**config.mk**
```make
export PLATFORM = sky130hd
export DESIGN_NAME = apb_slave_regfile
export DESIGN_NICKNAME = d
export VERILOG_FILES = /design/src/rtl/apb_pkg.sv /design/src/rtl/apb_regfile.sv /design/src/rtl/apb_slave_regfile.sv
export SDC_FILE = /design/constraint.sdc
export NUM_CORES = 1
export LEC_CHECK = 0
export CORE_ASPECT_RATIO = 1.25
export CORE_MARGIN = 1
export CORE_UTILIZATION = 55
export DETAILED_ROUTE_END_ITERATION = 7
export HOLD_SLACK_MARGIN = 0.06
export PLACE_DENSITY = 0.81
export SLEW_MARGIN = 20
export SYNTH_ARGS = -nofsm -noshare
export SYNTH_HDL_FRONTEND = slang
export SYNTH_SLANG_ARGS = --single-unit
```
**constraint.sdc**
```tcl
create_clock -name PCLK -period 3.9 [get_ports PCLK]
set_clock_uncertainty 0.2 [all_clocks]
set_input_delay 0.975 -clock PCLK [delete_from_list [all_inputs] [get_ports PCLK]]
set_output_delay 0.975 -clock PCLK [all_outputs]
set_load 0.05 [all_outputs]
```
**src/rtl/apb_pkg.sv**
```systemverilog
// Shared APB definitions: FSM state encoding and width helpers.
package apb_pkg;

  // One-hot FSM states, same encoding style as the APB master.
  typedef enum logic [2:0] {
    IDLE = 3'b001,
    WAIT = 3'b010,
    DONE = 3'b100
  } apb_state_e;

  // Default-configuration widths.
  localparam int STRB_W = 32 / 8;
  localparam int IDX_W  = 4;

  // Byte-strobe width for a given data bus width.
  function automatic int strb_w(input int data_width);
    return data_width / 8;
  endfunction

  // Word-index width for a given register count.
  function automatic int idx_w(input int num_regs);
    return $clog2(num_regs);
  endfunction

endpackage

```
**src/rtl/apb_regfile.sv**
```systemverilog
// Byte-enabled register bank: sync write, async read, index 0 reads a constant ID.
module apb_regfile
  import apb_pkg::*;
#(
  parameter int                    DATA_WIDTH = 32,
  parameter int                    NUM_REGS   = 16,
  parameter logic [DATA_WIDTH-1:0] ID_VALUE   = 32'hA9B0_0001,
  localparam int                   SW         = strb_w(DATA_WIDTH),
  localparam int                   IW         = idx_w(NUM_REGS)
) (
  input  logic                  PCLK,
  input  logic                  PRESETn,
  input  logic                  we,
  input  logic [IW-1:0]         widx,
  input  logic [DATA_WIDTH-1:0] wdata,
  input  logic [SW-1:0]         wstrb,
  input  logic [IW-1:0]         ridx,
  output logic [DATA_WIDTH-1:0] rdata
);

  logic [NUM_REGS-1:0][DATA_WIDTH-1:0] regs;

  // Per-byte-lane write; slot 0 is never written so it stays a constant.
  always_ff @(posedge PCLK or negedge PRESETn) begin
    if (!PRESETn) begin
      regs <= '0;
    end else if (we && (widx != '0)) begin
      for (int b = 0; b < SW; b++) begin
        if (wstrb[b]) regs[widx][b*8 +: 8] <= wdata[b*8 +: 8];
      end
    end
  end

  // Asynchronous read, ID value at index 0.
  always_comb begin
    rdata = regs[ridx];
    if (ridx == '0) rdata = ID_VALUE;
  end

endmodule

```
**src/rtl/apb_slave_regfile.sv**
```systemverilog
// APB completer with programmable wait states, decode errors and a register bank.
module apb_slave_regfile
  import apb_pkg::*;
#(
  parameter int                    DATA_WIDTH  = 32,
  parameter int                    ADDR_WIDTH  = 32,
  parameter int                    NUM_REGS    = 16,
  parameter int                    WAIT_CYCLES = 2,
  parameter logic [DATA_WIDTH-1:0] ID_VALUE    = 32'hA9B0_0001,
  parameter int                    PROT_CHECK  = 1,
  localparam int                   SW          = strb_w(DATA_WIDTH),
  localparam int                   IW          = idx_w(NUM_REGS)
) (
  input  logic                  PCLK,
  input  logic                  PRESETn,
  input  logic                  PSEL,
  input  logic                  PENABLE,
  input  logic                  PWRITE,
  input  logic [ADDR_WIDTH-1:0] PADDR,
  input  logic [DATA_WIDTH-1:0] PWDATA,
  input  logic [SW-1:0]         PSTRB,
  input  logic [2:0]            PPROT,
  output logic [DATA_WIDTH-1:0] PRDATA,
  output logic                  PREADY,
  output logic                  PSLVERR
);

  apb_state_e            state_q, state_n;
  logic [3:0]            cnt_q, cnt_n;
  logic [IW-1:0]         idx_q, idx_now, rd_idx;
  logic                  write_q, err_q, err_now;
  logic [DATA_WIDTH-1:0] wdata_q, rdata;
  logic [SW-1:0]         strb_q;
  logic                  setup, done_in, sel_err, sel_wr, we;
  logic                  pready_q, pslverr_q;
  logic [DATA_WIDTH-1:0] prdata_q;

  // Top two address bits are the master's slave select; PPROT[2:1] carry no meaning here.
  logic                  unused_bits;
  assign unused_bits = ^{PADDR[ADDR_WIDTH-1 -: 2], PPROT};

  assign setup = PSEL && !PENABLE;

  // Decode of the live bus; only consumed during the setup phase.
  always_comb begin
    idx_now = PADDR[IW+1:2];
    err_now = (PADDR[1:0] != 2'b00)
           || (|PADDR[ADDR_WIDTH-3:IW+2])
           || (PWRITE && (idx_now == '0))
           || ((PROT_CHECK != 0) && !PPROT[0]);
  end

  // FSM next state and wait counter.
  always_comb begin
    state_n = state_q;
    cnt_n   = cnt_q;
    case (state_q)
      IDLE: begin
        if (setup) begin
          cnt_n = 4'(WAIT_CYCLES);
          if (WAIT_CYCLES == 0) state_n = DONE;
          else                  state_n = WAIT;
        end
      end
      WAIT: begin
        if (!PSEL)              state_n = IDLE;
        else if (cnt_q <= 4'd1) state_n = DONE;
        else                    cnt_n   = cnt_q - 4'd1;
      end
      DONE:    state_n = IDLE;
      default: state_n = IDLE;
    endcase
  end

  // State and counter registers.
  always_ff @(posedge PCLK or negedge PRESETn) begin
    if (!PRESETn) begin
      state_q <= IDLE;
      cnt_q   <= '0;
    end else begin
      state_q <= state_n;
      cnt_q   <= cnt_n;
    end
  end

  // Capture the transfer at setup; later bus changes are ignored.
  always_ff @(posedge PCLK or negedge PRESETn) begin
    if (!PRESETn) begin
      idx_q   <= '0;
      write_q <= 1'b0;
      err_q   <= 1'b0;
      wdata_q <= '0;
      strb_q  <= '0;
    end else if ((state_q == IDLE) && setup) begin
      idx_q   <= idx_now;
      write_q <= PWRITE;
      err_q   <= err_now;
      wdata_q <= PWDATA;
      strb_q  <= PSTRB;
    end
  end

  // With zero wait states DONE is entered straight from IDLE, so use the live decode.
  always_comb begin
    done_in = (state_n == DONE);
    sel_err = (state_q == IDLE) ? err_now : err_q;
    sel_wr  = (state_q == IDLE) ? PWRITE  : write_q;
    rd_idx  = (state_q == IDLE) ? idx_now : idx_q;
  end

  // Commit only on the edge closing a completed, error-free write.
  assign we = (state_q == DONE) && PSEL && PENABLE && write_q && !err_q;

  apb_regfile #(
    .DATA_WIDTH (DATA_WIDTH),
    .NUM_REGS   (NUM_REGS),
    .ID_VALUE   (ID_VALUE)
  ) u_regfile (
    .PCLK    (PCLK),
    .PRESETn (PRESETn),
    .we      (we),
    .widx    (idx_q),
    .wdata   (wdata_q),
    .wstrb   (strb_q),
    .ridx    (rd_idx),
    .rdata   (rdata)
  );

  // Registered response: valid only in the DONE cycle, zero otherwise.
  always_ff @(posedge PCLK or negedge PRESETn) begin
    if (!PRESETn) begin
      pready_q  <= 1'b0;
      pslverr_q <= 1'b0;
      prdata_q  <= '0;
    end else begin
      pready_q  <= done_in;
      pslverr_q <= done_in && sel_err;
      prdata_q  <= (done_in && !sel_err && !sel_wr) ? rdata : '0;
    end
  end

  assign PREADY  = pready_q;
  assign PSLVERR = pslverr_q;
  assign PRDATA  = prdata_q;

endmodule

```
==> metrics.txt, run 1 <==
Placement Rows=89; CTS tree=done; Synth Net Count=2122; Final Hold Fails=0; min Tclk post-route=3.26 ns; Routed Antenna Nets=0; setup_tns=0 ns; CP Data Arrival Time=3.59 ns; Max Clk Rate=0.306 GHz; critical path endpoint category=flip-flop; worst slew pin tran=1.01 ns; Area contributors post-synth=dfrtp_1 55%, mux2_2 22%, mux2i_1 5.4%; Max-slew headroom=0.328; IO Count=110; peak per-stage delay on the critical path=0.90 ns; final instance area=0.0302 mm2; DR vias/cell=6.06; Critical R2R Launch=state_q[0]; initial antenna violation count=0; critical path class=input port to flip-flop; final hold slack=0.175 ns; crit-path cells=clkdlybuf4s50_1 -> nor4b_1 -> and4_1 -> nand4_1 -> a21oi_1 -> o21ai_0 -> nand2_1; Setup WS post-layout=0.637 ns; XOR/XNOR Fraction of Synth Area=0.000662; vias in the first global route=17686; Post-Syn Instances=2044; top post-synthesis cells by count=586 x dfrtp_1, 506 x mux2_2, 258 x nand2_1, 144 x mux2i_1, 71 x clkbuf_1; initial core utilization=0.559; clock-pin transition on the worst setup and hold timing paths=0.07 ns; first-pass GRT wire length=98700 um; top_reg_cell synth=dfrtp_1; number of port buffers=105; Core ar.=0.0473 mm2; simple-gate area share of the yosys netlist=0.0930; critical path required time=4.23 ns; GRT overflow=0; synth warn=0; synth-to-layout area growth=14.1%; Hold-fix buffers, CTS=0; Die X=198 um; largest area contributor in the netlist=dfrtp_1; # diodes=0; 1st-iter DRT viols=1145; DR WL/cell=22.3 um; status=finished clean; worst-path cell with the longest stage delay=a21oi_1; mean post-synth cell area=12.9 um2; Max Cap Violations=0; EDFF count, synth=0; WL final=62500 um; Nets=2196; Setup Buffers After CTS=0; worst-skew pair later-pin latency=0.59 ns; Final Wtd Congestion=0.824; Die Ht=247 um; total power=13800 uW; htree depth=2; CP Launch Point=PADDR[0]; largest family of logic cells by synthesized area=multiplexers; CTS root buffer=clkbuf_16; Final Max Slew Viols=0; Detailed Place HPWL=39800 um; pre-CTS setup slack=0.124 ns; proportion of synthesized area in mux cells=0.279; DR vias=16964; RSZ-0062 raised after global routing=no; Compound-Gate Fraction of Synth Area=0.0395; Die ar.=0.0490 mm2; final period utilization=0.837; largest net degree at the start of global routing=83; post-synthesis sequential area ratio=0.555; Post-Synth Adder-Cell Area=0.000946; ys async rst share=1.00; worst vdd ir=0.000332 V; top-count cell post-synth=dfrtp_1; R2R Setup Slk=0.70 ns; # DRC=0; leakage=0.0149 uW; CTS max path bufs=3; Fill cells=3425; power per cell area=458 mW/mm2; share of the synthesized area in the top cell type=0.554; CTS Buf Count=53; Yosys reg bits=587; crit-path max FO=8; final setup vio count=0; Hold Path Class=flip-flop to flip-flop; Cell Area, Synth=0.0265 mm2; CTS Sinks=587; cts repair resizes=0; worst hold path startpoint=u_regfile.regs[4]; Area after DPL=0.0282 mm2; Yosys cell types=59; layout cells sized above 1=0.341; Startpoint Class=input port; GRT Overall Usage=0.261; total iterations of the first detailed-routing run=5
layer usage:
metal / GRT usage / wire (um) / up-vias / share of wire
li1: - / - / 7462 / -
met1: 0.338 / 25700 / 8859 / 0.41
met2: 0.441 / 31400 / 508 / 0.50
met3: 0.0371 / 3150 / 135 / 0.050
met4: 0.105 / 2180 / 0 / 0.035
met5: 0 / 0 / - / 0
stage by stage:
| step | util | std cells |
|---|---|---|
| 2_1_floorplan | - | 2044 |
| 3_3_place_gp | 0.596 | 2700 |
| 4_1_cts | 0.638 | 2798 |
| 3_5_place_dp | 0.596 | 2700 |
| 6_report | 0.638 | 2798 |
| 5_1_grt | 0.638 | 2798 |
flip-flops by register name (all words and copies together) (netlist names):
signal / count
u_regfile.regs: 504
PRDATA: 32
wdata_q: 32
cnt_q: 4
idx_q: 4
strb_q: 4
state_q: 3
PREADY: 1
PSLVERR: 1
err_q: 1
write_q: 1
final timing paths:
| path | end | cells past startpoint |
|---|---|---|
| worst max-delay path | PRDATA[21] | 7 |
| worst min-delay path | u_regfile.regs[4] | 0 |
| worst max register to register | PRDATA[8] | 8 |
| worst min register to register | u_regfile.regs[4] | 0 |
| max in group asynchronous | PRDATA[14] | 2 |
| min in group asynchronous | u_regfile.regs[507] | 1 |
logic make-up (layout without fill, tap and decap cells):
kind of cell / after synthesis / in the layout
compound gates: 158 / 158
simple gates: 475 / 475
xor+xnor: 2 / 2
flops: 587 / 587
mux: 671 / 671
buf+inv: 149 / 266
fa+ha+maj: 2 / 2
cell type report:
cell class | count | area [um2] | area share
clock buffers | 74 | 1590 | 0.0526
clock inverters | 24 | 390 | 0.0129
inverters | 2 | 7.51 | 0.000249
multi-input cells | 1308 | 11000 | 0.365
flip-flops and latches | 587 | 14700 | 0.487
well taps | 637 | 797 | 0.0264
repair buffers | 166 | 1700 | 0.0564
where the power goes:
part	switching, uW	internal, uW
clock	2280	3500
combinational	910	525
sequential	426	6190
cells in the final DEF (no fill, tap or decap), drive strengths merged, types with 2 or more instances in the layout:
cell type,count
o21ai,40
and3,2
a21oi,11
mux2i,145
bufinv,10
a32oi,31
nor3b,2
a31oi,8
a2111oi,3
nand2,314
nor2,19
mux2,526
nand4,64
clkbuf,74
o31ai,2
inv,3
ha,2
nor4,7
nor2b,2
nand3,32
xor2,2
o22ai,53
and2,4
a22oi,4
nor3,8
buf,62
o31a,2
dfrtp,586
nor4b,3
clkinv,8
clkdlybuf4s50,104
clkinvlp,5
nand2b,8
critical path: cells and delay by family:
family                 cells  cell delay, ns
buffers and inverters      1            0.43
AO/OA/AOI/OAI              2            1.20
AND/OR/NAND/NOR            4            0.96
Power figures use the tool's default switching activity.
==> run 2: changes to the inputs <==
==> constraint.sdc (replaced) <==
create_clock -name PCLK -period 3.2 [get_ports PCLK]
set_clock_uncertainty 0.2 [all_clocks]
set_input_delay 0.8 -clock PCLK [delete_from_list [all_inputs] [get_ports PCLK]]
set_output_delay 0.8 -clock PCLK [all_outputs]
set_load 0.05 [all_outputs]
==> metrics.txt, run 2 (synthesis gave the netlist of run 1 again) <==
status=finished clean; CTS max path bufs=3 (unchanged); # DRC=0 (unchanged); # diodes=0 (unchanged); leakage=0.0150 uW (+0.68%); Die ar.=0.0490 mm2 (unchanged); Top cell by count, worst path=buf_4; IO Count=110 (unchanged); crit-path max FO=15 (+7); Hold Path Class=flip-flop to flip-flop; layout cells sized above 1=0.344 (+0.00313); Nets=2224 (+1.3%); CP Data Arrival Time=3.24 ns (-0.35 ns); RSZ-0062 raised after global routing=no; max reg flops=504 (unchanged); CTS Sinks=587 (unchanged); total iterations of the first detailed-routing run=5 (unchanged); crit-path cells=nor3b_4 -> buf_4 -> mux2i_4 -> buf_4 -> buf_4 -> nand4_1 -> nand4_1 -> nand2_1; R2R Setup Slk=0.23 ns (-0.47 ns); critical path class=flip-flop to flip-flop; peak per-stage delay on the critical path=0.55 ns (-0.35 ns); Max Clk Rate=0.337 GHz; worst slew pin tran=0.974 ns (-0.0336 ns); CP Buf/Inv Count=3 (+2); Final Hold Fails=0 (unchanged); most frequent cells in the layout=586 x dfrtp_1, 505 x mux2_2, 258 x nand2_1, 141 x mux2i_1, 104 x clkdlybuf4s50_1; Critical R2R Launch=state_q[0]; synth-to-layout area growth=14.8%; Placement Rows=89 (unchanged); cts repair resizes=0 (unchanged); worst hold path startpoint=u_regfile.regs[18]; DR vias/cell=6.08 (+0.31%); largest net degree at the start of global routing=79 (-4.8%); Detailed Place HPWL=40500 um (+1.6%); CTS root buffer=clkbuf_16; Final Wtd Congestion=0.817 (-0.86%); CTS Buf Count=54 (+1.9%); Final Max Slew Viols=0 (unchanged); WL final=63100 um (+0.98%); Core ar.=0.0473 mm2 (unchanged); initial antenna violation count=0 (unchanged); commonest non-fill, non-tap cell in the layout=dfrtp_1; power per cell area=538 mW/mm2 (+17%); DR vias=17145 (+1.1%); GRT Overall Usage=0.262 (+0.00132); final period utilization=0.928; dpl cells=2726 (+0.96%); Max Cap Violations=0 (unchanged); worst-skew pair later-pin latency=0.60 ns (about the same); number of port buffers=105 (unchanged); DR WL/cell=22.4 um (+0.23%); Die X=198 um (unchanged); Routed Antenna Nets=0 (unchanged); 1st-iter DRT viols=1283 (+12%); initial core utilization=0.559 (unchanged); htree depth=2 (unchanged); worst-path cell with the longest stage delay=dfstp_2; Max-slew headroom=0.346 (+0.0174); min Tclk post-route=2.97 ns; delay-heaviest family, CP=simple AND/OR/NAND/NOR gates; Die Ht=247 um (unchanged); critical path endpoint category=flip-flop; CP Launch Point=state_q[0]; total power=16300 uW (+18%); worst vdd ir=0.000412 V (+24%); CTS tree=done; final setup vio count=0 (unchanged); vias in the first global route=18075 (+2.2%); Post-Layout Cell Count=2819 (+0.75%); Startpoint Class=flip-flop; Largest Register=u_regfile.regs; clock-pin transition on the worst setup and hold timing paths=0.06 ns (about the same); critical path required time=3.47 ns (-0.76 ns); GRT overflow=0 (unchanged); first-pass GRT wire length=99400 um (+0.77%)
[run 2: cell types whose count changed in the layout (fill, tap and decap cells not counted)]
cell / change
buf_12: +16
buf_4: +10
bufinv_16: -7
clkbuf_1: +6
clkbuf_16: +2
clkbuf_8: -4
clkinv_2: +2
clkinv_8: +1
clkinvlp_4: -5
dlygate4sd3_1: +1
inv_6: -1
[run 2: worst paths after layout]
kind / endpoint / cells past startpoint
worst min-delay path: u_regfile.regs[18] / 0
worst max-delay path: PRDATA[16] / 8
worst min register to register: u_regfile.regs[18] / 0
min in group asynchronous: u_regfile.regs[285] / 2
max in group asynchronous: PRDATA[12] / 3
worst max register to register: PRDATA[16] / 8
[run 2: per-stage QoR]
step | worst slack, ns | hold slack (ns) | util | area [um2] | setup TNS (ns)
after global placement | -0.00659 | 0.164 | 0.604 | 28600 | -0.0128
after detailed placement | -0.0482 | 0.165 | 0.604 | 28600 | -0.127
after floorplan | 0.785 | 0.228 | - | 26500 | 0
after global routing | 0.114 | 0.185 | 0.642 | 30400 | 0
after CTS | 0.247 | 0.181 | 0.642 | 30400 | 0
final | 0.229 | 0.176 | 0.642 | 30400 | 0
[run 2: timing repair]
item / in CTS / in global routing
hold buffers: 1 / 0
endpoints found under the hold margin: 56 / 0
buffers inserted: 0 / 0
[run 2: layout make-up]
class	instances	area [um2]
clock buffer	78	1610
clock inverter	14	160
fill	3344	17000
inverter	2	7.51
multi-input combinational	1308	11000
sequential	587	14700
tap	637	797
timing repair buffer	193	2110
[run 2: layer usage]
metal / wire (um) / global-route usage
met5: 0 / 0
met4: 1920 / 0.100
met3: 3440 / 0.0301
met2: 32300 / 0.452
met1: 25500 / 0.339
[run 2: report_power, final]
group          switching (uW)  internal [uW]
Clock                    2730           3700
Sequential                499           7540
Combinational            1140            717
[run 2: worst register-to-register path: stages, from the launching register on]
cell and delay, ns:
dfstp_2 0.55, nor3b_4 0.55, buf_4 0.25, mux2i_4 0.33, buf_4 0.26, buf_4 0.27
nand4_1 0.18, nand4_1 0.18, nand2_1 0.08
==> run 3: changes to the inputs <==
--- a/config.mk
+++ b/config.mk
@@ -9,7 +9,6 @@
 export CORE_MARGIN = 1
 export CORE_UTILIZATION = 55
 export DETAILED_ROUTE_END_ITERATION = 7
-export HOLD_SLACK_MARGIN = 0.06
 export PLACE_DENSITY = 0.81
 export SLEW_MARGIN = 20
 export SYNTH_ARGS = -nofsm -noshare
==> metrics.txt, run 3 (synthesis gave the netlist of run 1 again) <==
Nets=2223 (-0.045%); final core utilization=0.642 (about the same); Die ar.=0.0490 mm2 (unchanged); worst-skew pair later-pin latency=0.59 ns (about the same); Max Clk Rate=0.336 GHz (-0.20%); Detailed Place HPWL=40500 um (unchanged); largest net degree at the start of global routing=79 (unchanged); CP Data Arrival Time=3.25 ns (about the same); area of the multi-input gates=0.0110 mm2 (unchanged); WL final=63000 um (about the same); R2R Setup Slk=0.22 ns (about the same); worst vdd ir=0.000412 V (about the same); Area after DPL=0.0286 mm2 (unchanged); crit-path cells=nor3b_4 -> buf_4 -> mux2i_4 -> buf_4 -> buf_4 -> nand4_1 -> nand4_1 -> nand2_1; commonest non-fill, non-tap cell in the layout=dfrtp_1; setup_tns=0 ns (unchanged); Critical R2R Launch=state_q[0]; vias in the first global route=18075 (unchanged); Top cell by count, worst path=buf_4; htree depth=2 (unchanged); cts repair resizes=0 (unchanged); # DRC=0 (unchanged); Placement Rows=89 (unchanged); Setup Buffers After CTS=0 (unchanged); final period utilization=0.930 (+0.00184); pre-CTS setup slack=-0.0482 ns (unchanged); critical path class=flip-flop to flip-flop; first-pass GRT wire length=99400 um (unchanged); Net Sw Power=4370 uW (about the same); CTS max path bufs=3 (unchanged); Final Max Slew Viols=0 (unchanged); GRT Overall Usage=0.262 (unchanged); clock share of power=0.394 (about the same); Routed Antenna Nets=0 (unchanged); IO Count=110 (unchanged); Hold Path Class=input port to async pin; delay-heaviest family, CP=simple AND/OR/NAND/NOR gates; routed wl met3=3300 um (-4.2%); RSZ-0062 raised after global routing=no; Top Metal Used=met4; Setup WS post-layout=0.223 ns (-0.00588 ns); most frequent cells in the layout=586 x dfrtp_1, 505 x mux2_2, 258 x nand2_1, 141 x mux2i_1, 104 x clkdlybuf4s50_1; status=finished clean; storage element area=0.0147 mm2 (unchanged); initial core utilization=0.559 (unchanged); CTS Sinks=587 (unchanged); R2R Path End=PRDATA[16]; peak per-stage delay on the critical path=0.55 ns (about the same); # diodes=0 (unchanged); DR vias/cell=6.05 (-0.52%); CP Buf/Inv Count=3 (unchanged); Flop pwr share=0.492 (about the same); Comb pwr share=0.114 (about the same); number of port buffers=105 (unchanged); clock-pin transition on the worst setup and hold timing paths=0.06 ns (about the same); final instance area=0.0304 mm2 (about the same); DR WL/cell=22.4 um (about the same); Core ar.=0.0473 mm2 (unchanged); layout cells sized above 1=0.344 (about the same); Final Wtd Congestion=0.817 (unchanged); Max-slew headroom=0.352 (+0.00642); leakage=0.0150 uW (about the same); crit-path max FO=15 (unchanged); P_int=12000 uW (about the same); final setup vio count=0 (unchanged); Die Ht=247 um (unchanged); max reg flops=504 (unchanged); critical path required time=3.47 ns (about the same); CTS Buf Count=54 (unchanged); power per cell area=538 mW/mm2 (about the same); DR vias=17049 (-0.56%); reg2reg path depth=8 (unchanged); Die X=198 um (unchanged); Sw Share=0.268 (about the same); Fill cells=3343 (-0.030%); worst-path cell with the longest stage delay=dfstp_2; CTS tree=done; critical path endpoint category=flip-flop; Startpoint Class=flip-flop; initial antenna violation count=0 (unchanged); 1st-iter DRT viols=1274 (-0.70%); Largest Register=u_regfile.regs; met2 WL post-DR=32200 um (-0.25%); total iterations of the first detailed-routing run=5 (unchanged); CTS root buffer=clkbuf_16; Hold-fix buffers, CTS=0 (-1); WL met1=25600 um (+0.39%); worst slew pin tran=0.964 ns (-0.00956 ns); synth-to-layout area growth=14.7% (about the same); GRT overflow=0 (unchanged); Final Hold Fails=0 (unchanged); min Tclk post-route=2.98 ns (+0.00588 ns); Max Cap Violations=0 (unchanged)
==> run 3: changes by cell type in the layout (fill, tap and decap cells not counted), sizes merged <==
cell / before / now
dlygate4sd3: 1 / 0
==> run 3: worst max-delay path by stage <==
stage                     startpoint    endpoint  depth (start not counted)
final                     state_q[0]  PRDATA[16]                          8
after global routing      state_q[0]  PRDATA[16]                          8
after CTS                 state_q[0]  PRDATA[16]                          8
after detailed placement   PADDR[11]  PRDATA[16]                          8
after global placement      PADDR[0]  PRDATA[16]                          8
after floorplan             PADDR[1]   PRDATA[0]                          7
==> run 3: area by class of cell <==
cell class	instances	share of cell area
clock buffers	78	0.0529
clock inverters	14	0.00527
inverters	2	0.000247
multi-input cells	1308	0.362
flip-flops and latches	587	0.484
well taps	637	0.0262
repair buffers	192	0.0691
==> run 3: metal layers <==
layer	track usage	vias to the layer above
met4	0.100	0
met1	0.339	8826
met3	0.0301	143
met5	0	-
li1	-	7501
met2	0.452	579
==> run 3: per-stage QoR <==
stage | hold WS (ns) | power (uW) | cells
2_1_floorplan | 0.228 | 9090 | 2044
3_3_place_gp | 0.164 | 9930 | 2726
3_5_place_dp | 0.165 | 10000 | 2726
4_1_cts | 0.0145 | 16400 | 2818
5_1_grt | 0.0516 | 16800 | 2818
6_report | 0.00533 | 16300 | 2818
==> run 3: power by group through the flow <==
stage	Combinational [uW]	Clock, uW	Sequential, uW
2_1_floorplan	1280	0	7810
3_3_place_gp	1800	0	8130
3_5_place_dp	1840	0	8170
4_1_cts	1850	6510	8030
5_1_grt	1960	6780	8090
6_report	1860	6440	8040
